### src/rtl/present_decrypt_pkg.sv
// Shared constants for the PRESENT-80 decryptor: S-box tables, round count
// and FSM state encodings.
`timescale 1ns/1ps
package present_decrypt_pkg;

  localparam int ROUNDS = 31;
  localparam logic [4:0] LAST_ROUND = 5'(ROUNDS);

  typedef enum logic [2:0] {
    S_IDLE   = 3'd0,
    S_KEYEXP = 3'd1,
    S_WHITEN = 3'd2,
    S_DEC    = 3'd3,
    S_DONE   = 3'd4
  } state_e;

  // Entry n lives in nibble n (bits 4n+3..4n) of each table.
  localparam logic [63:0] SBOX_TBL     = 64'h2174_8FE3_DA09_B65C;
  localparam logic [63:0] INV_SBOX_TBL = 64'hA970_364B_D21C_8FE5;

  function automatic logic [3:0] sbox(input logic [3:0] x);
    return SBOX_TBL[{x, 2'b00} +: 4];
  endfunction

  function automatic logic [3:0] inv_sbox(input logic [3:0] x);
    return INV_SBOX_TBL[{x, 2'b00} +: 4];
  endfunction

endpackage

### src/rtl/present_decrypt_if.sv
// Request/response bundle of the PRESENT-80 decryptor.
`timescale 1ns/1ps
interface present_decrypt_if;
  logic        start;
  logic [63:0] ciphertext;
  logic [79:0] key;
  logic [63:0] plaintext;
  logic        busy;
  logic        done;

  modport master (output start, ciphertext, key, input plaintext, busy, done);
  modport slave  (input start, ciphertext, key, output plaintext, busy, done);
endinterface

### src/rtl/present_decrypt_inv_round.sv
// One combinational PRESENT decryption round: inverse pLayer, inverse S-box
// on all nibbles, then round-key XOR.
`timescale 1ns/1ps
module present_inv_round
  import present_decrypt_pkg::*;
(
  input  logic [63:0] state_i,
  input  logic [63:0] round_key_i,
  output logic [63:0] state_o
);

  logic [63:0] perm;
  logic [63:0] subst;

  genvar gi;
  generate
    // Forward pLayer moves bit i to 16*(i%4)+i/4; undo it.
    for (gi = 0; gi < 64; gi++) begin : g_perm
      assign perm[gi] = state_i[16 * (gi % 4) + gi / 4];
    end
    for (gi = 0; gi < 16; gi++) begin : g_sbox
      assign subst[4 * gi +: 4] = inv_sbox(perm[4 * gi +: 4]);
    end
  endgenerate

  assign state_o = subst ^ round_key_i;

endmodule

### src/rtl/present_decrypt.sv
// Iterative PRESENT-80 decryptor: expands the user key forward to K32, then
// walks the schedule backwards while undoing one round per cycle.
`timescale 1ns/1ps
module present_decrypt
  import present_decrypt_pkg::*;
(
  input logic         clk,
  input logic         rst,
  present_decrypt_if.slave bus
);

  state_e      fsm_q, fsm_d;
  logic [63:0] state_q, state_d;
  logic [79:0] key_q, key_d;
  logic [4:0]  cnt_q, cnt_d;
  logic [63:0] pt_q, pt_d;

  logic [79:0] key_rot;
  logic [79:0] key_fwd;
  logic [79:0] key_x;
  logic [79:0] key_inv;
  logic [63:0] round_out;

  // Forward schedule step: rotate left 61, S-box top nibble, XOR counter.
  always_comb begin
    key_rot         = {key_q[18:0], key_q[79:19]};
    key_fwd         = {sbox(key_rot[79:76]), key_rot[75:0]};
    key_fwd[19:15]  = key_rot[19:15] ^ cnt_q;
  end

  // Exact inverse of the forward step, applied in reverse order.
  always_comb begin
    key_x         = key_q;
    key_x[19:15]  = key_q[19:15] ^ cnt_q;
    key_x[79:76]  = inv_sbox(key_q[79:76]);
    key_inv       = {key_x[60:0], key_x[79:61]};
  end

  present_inv_round u_inv_round (
    .state_i     (state_q),
    .round_key_i (key_inv[79:16]),
    .state_o     (round_out)
  );

  always_comb begin
    fsm_d   = fsm_q;
    state_d = state_q;
    key_d   = key_q;
    cnt_d   = cnt_q;
    pt_d    = pt_q;
    unique case (fsm_q)
      S_IDLE: begin
        if (bus.start) begin
          state_d = bus.ciphertext;
          key_d   = bus.key;
          cnt_d   = 5'd1;
          fsm_d   = S_KEYEXP;
        end
      end
      S_KEYEXP: begin
        key_d = key_fwd;
        // Counter holds at 31 so the DEC phase can start from it directly.
        if (cnt_q == LAST_ROUND) begin
          fsm_d = S_WHITEN;
        end else begin
          cnt_d = cnt_q + 5'd1;
        end
      end
      S_WHITEN: begin
        state_d = state_q ^ key_q[79:16];
        fsm_d   = S_DEC;
      end
      S_DEC: begin
        state_d = round_out;
        key_d   = key_inv;
        cnt_d   = cnt_q - 5'd1;
        if (cnt_q == 5'd1) begin
          pt_d  = round_out;
          fsm_d = S_DONE;
        end
      end
      S_DONE: begin
        fsm_d = S_IDLE;
      end
      default: begin
        fsm_d = S_IDLE;
      end
    endcase
  end

  always_ff @(posedge clk) begin
    if (rst) begin
      fsm_q   <= S_IDLE;
      state_q <= '0;
      key_q   <= '0;
      cnt_q   <= '0;
      pt_q    <= '0;
    end else begin
      fsm_q   <= fsm_d;
      state_q <= state_d;
      key_q   <= key_d;
      cnt_q   <= cnt_d;
      pt_q    <= pt_d;
    end
  end

  assign bus.plaintext = pt_q;
  assign bus.busy      = (fsm_q == S_KEYEXP) || (fsm_q == S_WHITEN) || (fsm_q == S_DEC);
  assign bus.done      = (fsm_q == S_DONE);

endmodule

### src/flat_wrapper.sv
// flat-port wrapper written by rule: the top's interface ports become plain ports
module present_decrypt_flat import present_decrypt_pkg::*;
  (clk, rst, bus_start, bus_ciphertext, bus_key, bus_plaintext, bus_busy, bus_done);
  present_decrypt_if bus_i ();
  input logic clk;
  input logic rst;
  input wire logic [$bits(bus_i.start)-1:0] bus_start;
  input wire logic [$bits(bus_i.ciphertext)-1:0] bus_ciphertext;
  input wire logic [$bits(bus_i.key)-1:0] bus_key;
  output wire logic [$bits(bus_i.plaintext)-1:0] bus_plaintext;
  output wire logic [$bits(bus_i.busy)-1:0] bus_busy;
  output wire logic [$bits(bus_i.done)-1:0] bus_done;
  assign bus_i.start = bus_start;
  assign bus_i.ciphertext = bus_ciphertext;
  assign bus_i.key = bus_key;
  assign bus_plaintext = bus_i.plaintext;
  assign bus_busy = bus_i.busy;
  assign bus_done = bus_i.done;
  present_decrypt u_core (.clk(clk), .rst(rst), .bus(bus_i));
endmodule
### config.mk
export PLATFORM = sky130hd
export DESIGN_NAME = present_decrypt_flat
export DESIGN_NICKNAME = d
export VERILOG_FILES = /design/src/rtl/present_decrypt_pkg.sv /design/src/rtl/present_decrypt_if.sv /design/src/rtl/present_decrypt_inv_round.sv /design/src/rtl/present_decrypt.sv /design/src/flat_wrapper.sv
export SDC_FILE = /design/constraint.sdc
export NUM_CORES = 1
export LEC_CHECK = 0
export CAP_MARGIN = 20
export CORE_MARGIN = 4
export CORE_UTILIZATION = 39
export CTS_BUF_LIST = sky130_fd_sc_hd__clkbuf_16
export DETAILED_ROUTE_END_ITERATION = 10
export SLEW_MARGIN = 40
export SYNTH_ARGS = -nofsm -noshare
export SYNTH_HDL_FRONTEND = slang
export SYNTH_SLANG_ARGS = --single-unit
### constraint.sdc
create_clock -name clk -period 3.2 [get_ports clk]
set_clock_uncertainty 0.2 [all_clocks]
set_input_delay 0.48 -clock clk [delete_from_list [all_inputs] [get_ports clk]]
set_output_delay 0.48 -clock clk [all_outputs]
set_load 0.005 [all_outputs]
# After elaboration in Yosys (flattened, before gate mapping)
# Index checks and enable logic that the tools add are counted.
dict set report classes {
  addsub 2
  n_eq_ne 10
  n_shift 18
  mux 11
  bitwise 4
  n_reduce_logical 10
}
# op n
set op_table {}
lappend op_table {{64-bit by 7-bit indexed part select with 4-bit output (first input constant)} 18}
lappend op_table {{80-bit case mux with 3 select lines} 1}
lappend op_table {{64-bit case mux with 3 select lines} 1}
lappend op_table {{64-bit bitwise XOR} 2}
lappend op_table {{80-bit two-way mux} 1}
lappend op_table {{64-bit two-way mux} 1}
lappend op_table {{5-bit case mux with 3 select lines} 1}
lappend op_table {{3-bit case mux with 4 select lines} 1}
lappend op_table {{5-bit two-way mux} 2}
lappend op_table {{5-bit bitwise XOR} 2}
lappend op_table {{3-bit two-way mux} 3}
lappend op_table {{3-bit by 2-bit equality test with 1-bit output (second input constant)} 2}
lappend op_table {{2-bit AND reduction} 3}
lappend op_table {{3-bit AND reduction} 2}
lappend op_table {{3-bit nonzero test} 2}
lappend op_table {{5-bit by 1-bit adder with 5-bit output (second input constant)} 1}
lappend op_table {{5-bit by 1-bit equality test with 1-bit output (second input constant)} 1}
lappend op_table {{5-bit equality test (second input constant)} 1}
lappend op_table {{5-bit by 1-bit subtractor with 5-bit output (second input constant)} 1}
lappend op_table {{2-bit by 1-bit != test with 1-bit output (second input constant)} 2}
lappend op_table {{2-bit != test (second input constant)} 2}
lappend op_table {{3-bit by 1-bit equality test with 1-bit output (second input constant)} 1}
lappend op_table {{3-bit equality test (second input constant)} 1}
lappend op_table {{3-bit logical NOT} 1}
lappend op_table {{1-bit logical OR} 2}
dict set report totals {
  reg_bits 216
  inputBits 147
  out_inout_bits 66
  word_cells 60
}

# Logic depth before layout (Yosys ltp)
dict set report logic_depth {
  depth_word 3
  mapped_depth 9
}

# Hierarchy
# From an unflattened synthesis, not the netlist that was laid out.
dict set report hier_totals {
  cells_unflattened 1965
  area_unflattened_um2 15543.7
}
# mod n_inst cells_each area_per_inst_um2 seq_area_each_um2
set by_module_without_submodules {}
lappend by_module_without_submodules {present_decrypt 1 1498 11697.5 4324.1}
lappend by_module_without_submodules {present_inv_round 1 467 3846.2 0.0}

# Worst setup path before layout
# OpenSTA, ideal clock, no wires.
dict set report synth_path {
  path_type {register to register}
  start {register u_core.state_q[4]}
  end {register u_core.state_q[19]}
  setup_ns 0.114
  t_arrival_ns 1.935
  slack_ns 0.951
  stages_incl_launch_ff 7
  path_buffers 0
  period_less_slack_ns 2.249
  cell_sequence {dfxtp_1 inv_1 ha_1 mux4_1 xor2_1 a221oi_1 a2111oi_0}
}
dict set report synth_via {
  elab_chain_cells 3
}
# item line
set synth_lines {}
lappend synth_lines {{from (decl)} present_decrypt.sv:13} ;# logic [63:0] state_q, state_d;
lappend synth_lines {{from (signal assigned)} present_decrypt.sv:100} ;# state_q <= state_d;
lappend synth_lines {{64-bit by 7-bit indexed part select with 4-bit output} present_decrypt_pkg.sv:26} ;# return INV_SBOX_TBL[{x, 2'b00} +: 4];
lappend synth_lines {{64-bit bitwise XOR} present_decrypt_inv_round.sv:26} ;# assign state_o = subst ^ round_key_i;
lappend synth_lines {{64-bit case mux with 3 select lines} present_decrypt.sv:51} ;# unique case (fsm_q)
# No other way between the ends.
# A chain may end at the register's enable or synchronous reset.

# Worst setup path after layout
dict set report layout_path {
  start {register u_core.fsm_q[0]}
  end {output port bus_busy}
}
dict set report layout_via {
  elab_chain_cells 3
  word_cells_on_any_way 5
}
# item line
set layout_lines {}
lappend layout_lines {{from (decl)} present_decrypt.sv:12} ;# state_e fsm_q, fsm_d;
lappend layout_lines {{from (signal assigned)} present_decrypt.sv:99} ;# fsm_q <= fsm_d;
lappend layout_lines {{3-bit by 1-bit equality test with 1-bit output or 3-bit by 2-bit equality test with 1-bit output (tied branches)} present_decrypt.sv:108} ;# assign bus.busy = (fsm_q == S_KEYEXP) || (fsm_q == S_WHITEN) || (fsm_q == S_DEC);
lappend layout_lines {{1-bit logical OR} present_decrypt.sv:108}
lappend layout_lines {{1-bit logical OR *} present_decrypt.sv:108}
lappend layout_lines {{to (decl)} flat_wrapper.sv:11} ;# output wire logic [$bits(bus_i.busy)-1:0] bus_busy;
# Mark *: on every way between the ends. The rest lies on a longest branch, timed or not.

==> results.sh <==
export IMPL_track_usage_pct=26.5
export IMPL_clkLatencyLatePin_ns=0.55
export IMPL_cp_cell_sequence="nand2b_1 -> buf_4 -> nand2_1 -> clkdlybuf4s50_1"
export IMPL_holdPathStages=2
export IMPL_cap_violations=0
export IMPL_cts_buffer_depth=3
export IMPL_path_max_fanout=15
export IMPL_port_buffers=212
export IMPL_fp_dieH_um=203
export IMPL_synth_adder_area_share_pct=9.45
export IMPL_drtIter0Drc=1435
export IMPL_synthCells=1795
export IMPL_synth_top_cells_by_count="nor2_1 (289), a21oi_1 (245), dfxtp_1 (216)"
export IMPL_ff2ff_setup_slack_ns=0.38
export IMPL_ys_types=65
export IMPL_final_layout_size_suffix_gt1_share_pct=7.64
export IMPL_reg2reg_from="u_core.state_q[4]$_SDFFE_PP0P_"
export IMPL_die_w_um=203
export IMPL_place_gp_congestion=0.905
export IMPL_ir_drop_mv=0.394
export IMPL_synth_edf_count=0
export IMPL_synth_cell_area_mm2=0.0148
export IMPL_yosysSeqAreaShare_pct=29.2
export IMPL_p_leak_nw=6.78
export IMPL_grt_setup_unrepaired="no"
export IMPL_reg2reg_depth=6
export IMPL_synth_most_common_cell="nor2_1"
export IMPL_cp_required_ns=2.52
export IMPL_routed_via_density=5.73
export IMPL_relSlewSlack_pct=45.6
export IMPL_nFillCells=3653
export IMPL_p_per_area_mw_per_mm2=464
export IMPL_grt_pass1_wl_um=84600
export IMPL_slowest_stage="dfxtp_1"
export IMPL_yosysWarnings=0
export IMPL_wirelength_um=57100
export IMPL_met3_usage_pct=4.94
export IMPL_synth_area_leaders="dfxtp_1 (29%), ha_1 (9.4%), a21oi_1 (8.3%), nor2_1 (7.3%), mux2i_1 (5.5%)"
export IMPL_synth_compound_area_share_pct=23.5
export IMPL_first_pass_iters=6
export IMPL_ioPinCount=213
export IMPL_grt_busiest_layer="met2"
export IMPL_cts_resized=0
export IMPL_antenna_left=0
export IMPL_synth_top_family_by_area="compound AO/OA/AOI/OAI gates"
export IMPL_grtUsageMet1_pct=38.3
export IMPL_start_util_pct=39.5
export IMPL_fin_nets=2188
export IMPL_antenna_found_initial=1
export IMPL_min_to="u_core.cnt_q[3]$_SDFFE_PP0P_"
export IMPL_hp_start="rst"
export IMPL_vias=14100
export IMPL_hold_viol_final=0
export IMPL_synth_seq_cells=216
export IMPL_grt_overflow=0
export IMPL_wl_per_cell_um=23.2
export IMPL_yosys_area_top_type="dfxtp_1"
export IMPL_area_growth_pct=22.8
export IMPL_htreeDepth=1
export IMPL_max_freq_mhz=345
export IMPL_path_clk_slew_ns=0.06
export IMPL_critPathLaunchType="register"
export IMPL_cts_buffers=27
export IMPL_synthArstFlopShare_pct=0
export IMPL_utilization_pct=48.5
export IMPL_outcome="complete, no violations"
export IMPL_timing_final_crit_share_pct=90.6
export IMPL_grt_max_degree=78
export IMPL_yosys_area_share_simple_pct=12.6
export IMPL_cts_setup_buffers=0
export IMPL_rr_endpoint="u_core.state_q[19]$_SDFFE_PP0P_"
export IMPL_whs_ns=0.187
export IMPL_finalSetupViolCount=0
export IMPL_worst_pin_slew_ns=0.809
export IMPL_die_area_mm2=0.0412
export IMPL_grt_pass1_vias=13200
export IMPL_worstSetupEndpointType="output port"
export IMPL_fin_crit_ns=2.90
export IMPL_synth_ff_type="dfxtp_1"
export IMPL_ctsRootBufferMaster="clkbuf_16"
export IMPL_synth_xor_area_share_pct=7.44
export IMPL_synth_area_per_cell_um2=8.26
export IMPL_cts_sinks=216
export IMPL_cts_hold_buf=0
export IMPL_muxShareOfSynthArea_pct=10.9
export IMPL_core_mm2=0.0376
export IMPL_grt_use_met2_pct=40.4
export IMPL_netlist_area_leader_share_pct=29.2
export IMPL_rows=71
export IMPL_finalMaxSlewViolations=0
export IMPL_hold_path_class="input pin to register"
export IMPL_route_detailed_drc=0
export IMPL_criticalPathCategory="register to output port"
export IMPL_critPathMaxStageDelay_ns=0.71
export IMPL_dpl_hpwl_um=42900
export IMPL_cp_data_arrival_time_ns=2.22
export IMPL_cts_tree="built"
export IMPL_synthesis_nets=2054
export IMPL_finalSetupTns_ns=0
[critical path: cells and delay by family (launching register included)]
kind,cells,cell delay [ns]
and+or+nand+nor,2,0.23
buffers and inverters,2,0.72
DFF,1,0.71
[state kept, by name, summed over array words and instances, names as in the netlist]
| register | count |
|---|---|
| u_core.key_q | 80 |
| u_core.bus.plaintext | 64 |
| u_core.state_q | 64 |
| u_core.cnt_q | 5 |
| u_core.fsm_q | 3 |
[power breakdown]
group | leakage, nW | internal (mW) | switching (mW)
clock | 0.454 | 1.84 | 1.26
sequential | 1.77 | 2.85 | 0.421
combinational | 4.55 | 0.918 | 1.16
total | 6.78 | 5.61 | 2.84
[routing by layer]
layer | routed length (um) | up-vias
met5 | 57 | -
met4 | 1740 | 2
met3 | 5250 | 95
met2 | 24700 | 666
met1 | 25300 | 6714
li1 | - | 6626
[worst max path at each step]
stage | startpoint | end | slack, ns | cells after the start
floorplan | u_core.state_q[4]$_SDFFE_PP0P_ | u_core.state_q[19]$_SDFFE_PP0P_ | 0.95 | 6
global placement | bus_start | u_core.state_q[63]$_SDFFE_PP0P_ | 0.50 | 7
detailed placement | bus_start | u_core.cnt_q[4]$_SDFFE_PP0P_ | 0.51 | 6
CTS | u_core.fsm_q[0]$_SDFFE_PP0P_ | bus_done | 0.30 | 3
global route | u_core.fsm_q[0]$_SDFFE_PP0P_ | bus_busy | 0.20 | 4
finish | u_core.fsm_q[0]$_SDFFE_PP0P_ | bus_busy | 0.30 | 4
[logic make-up after synthesis]
group                      Yosys count
AOI/OAI and AO/OA                  545
xor gates and xnor gates           126
adders and majority gates          112
buffers and inverters              229
DFF                                216
muxes                              122
and+or+nand+nor                    445
[area by class of cell]
| cell class | instances | area (um^2) | share of cell area (%) |
|---|---|---|---|
| inverter | 75 | 282 | 1.55 |
| clock buffer | 27 | 676 | 3.71 |
| tap | 511 | 639 | 3.51 |
| sequential | 216 | 4330 | 23.8 |
| clock inverter | 23 | 201 | 1.11 |
| antenna | 1 | 2.50 | 0.0137 |
| timing repair buffer | 259 | 2580 | 14.2 |
| multi-input combinational | 1350 | 9510 | 52.2 |
[cell usage in the layout (no fill, tap or decap), types with 26 or more instances in the layout]
cell               n
o21ai_0           61
o221ai_1          56
xor2_1            47
clkdlybuf4s50_1  211
a211oi_1         104
buf_4             39
inv_1             79
ha_1             112
nand2_1           93
clkbuf_16         27
mux4_2            26
dfxtp_1          215
nor2_1           289
mux2i_1           82
a21oi_1          245
xnor2_1           79
[metrics by stage]
step / instances / setup slack (ns) / total power, mW / area [um^2]
after floorplan: 1795 / 0.951 / 4.46 / 14800
after global placement: 2411 / 0.499 / 5.32 / 17300
after detailed placement: 2411 / 0.507 / 5.35 / 17300
after CTS: 2461 / 0.301 / 8.44 / 18200
after global routing: 2461 / 0.203 / 8.77 / 18200
final: 2462 / 0.301 / 8.45 / 18200
Power figures use the tool's default switching activity.
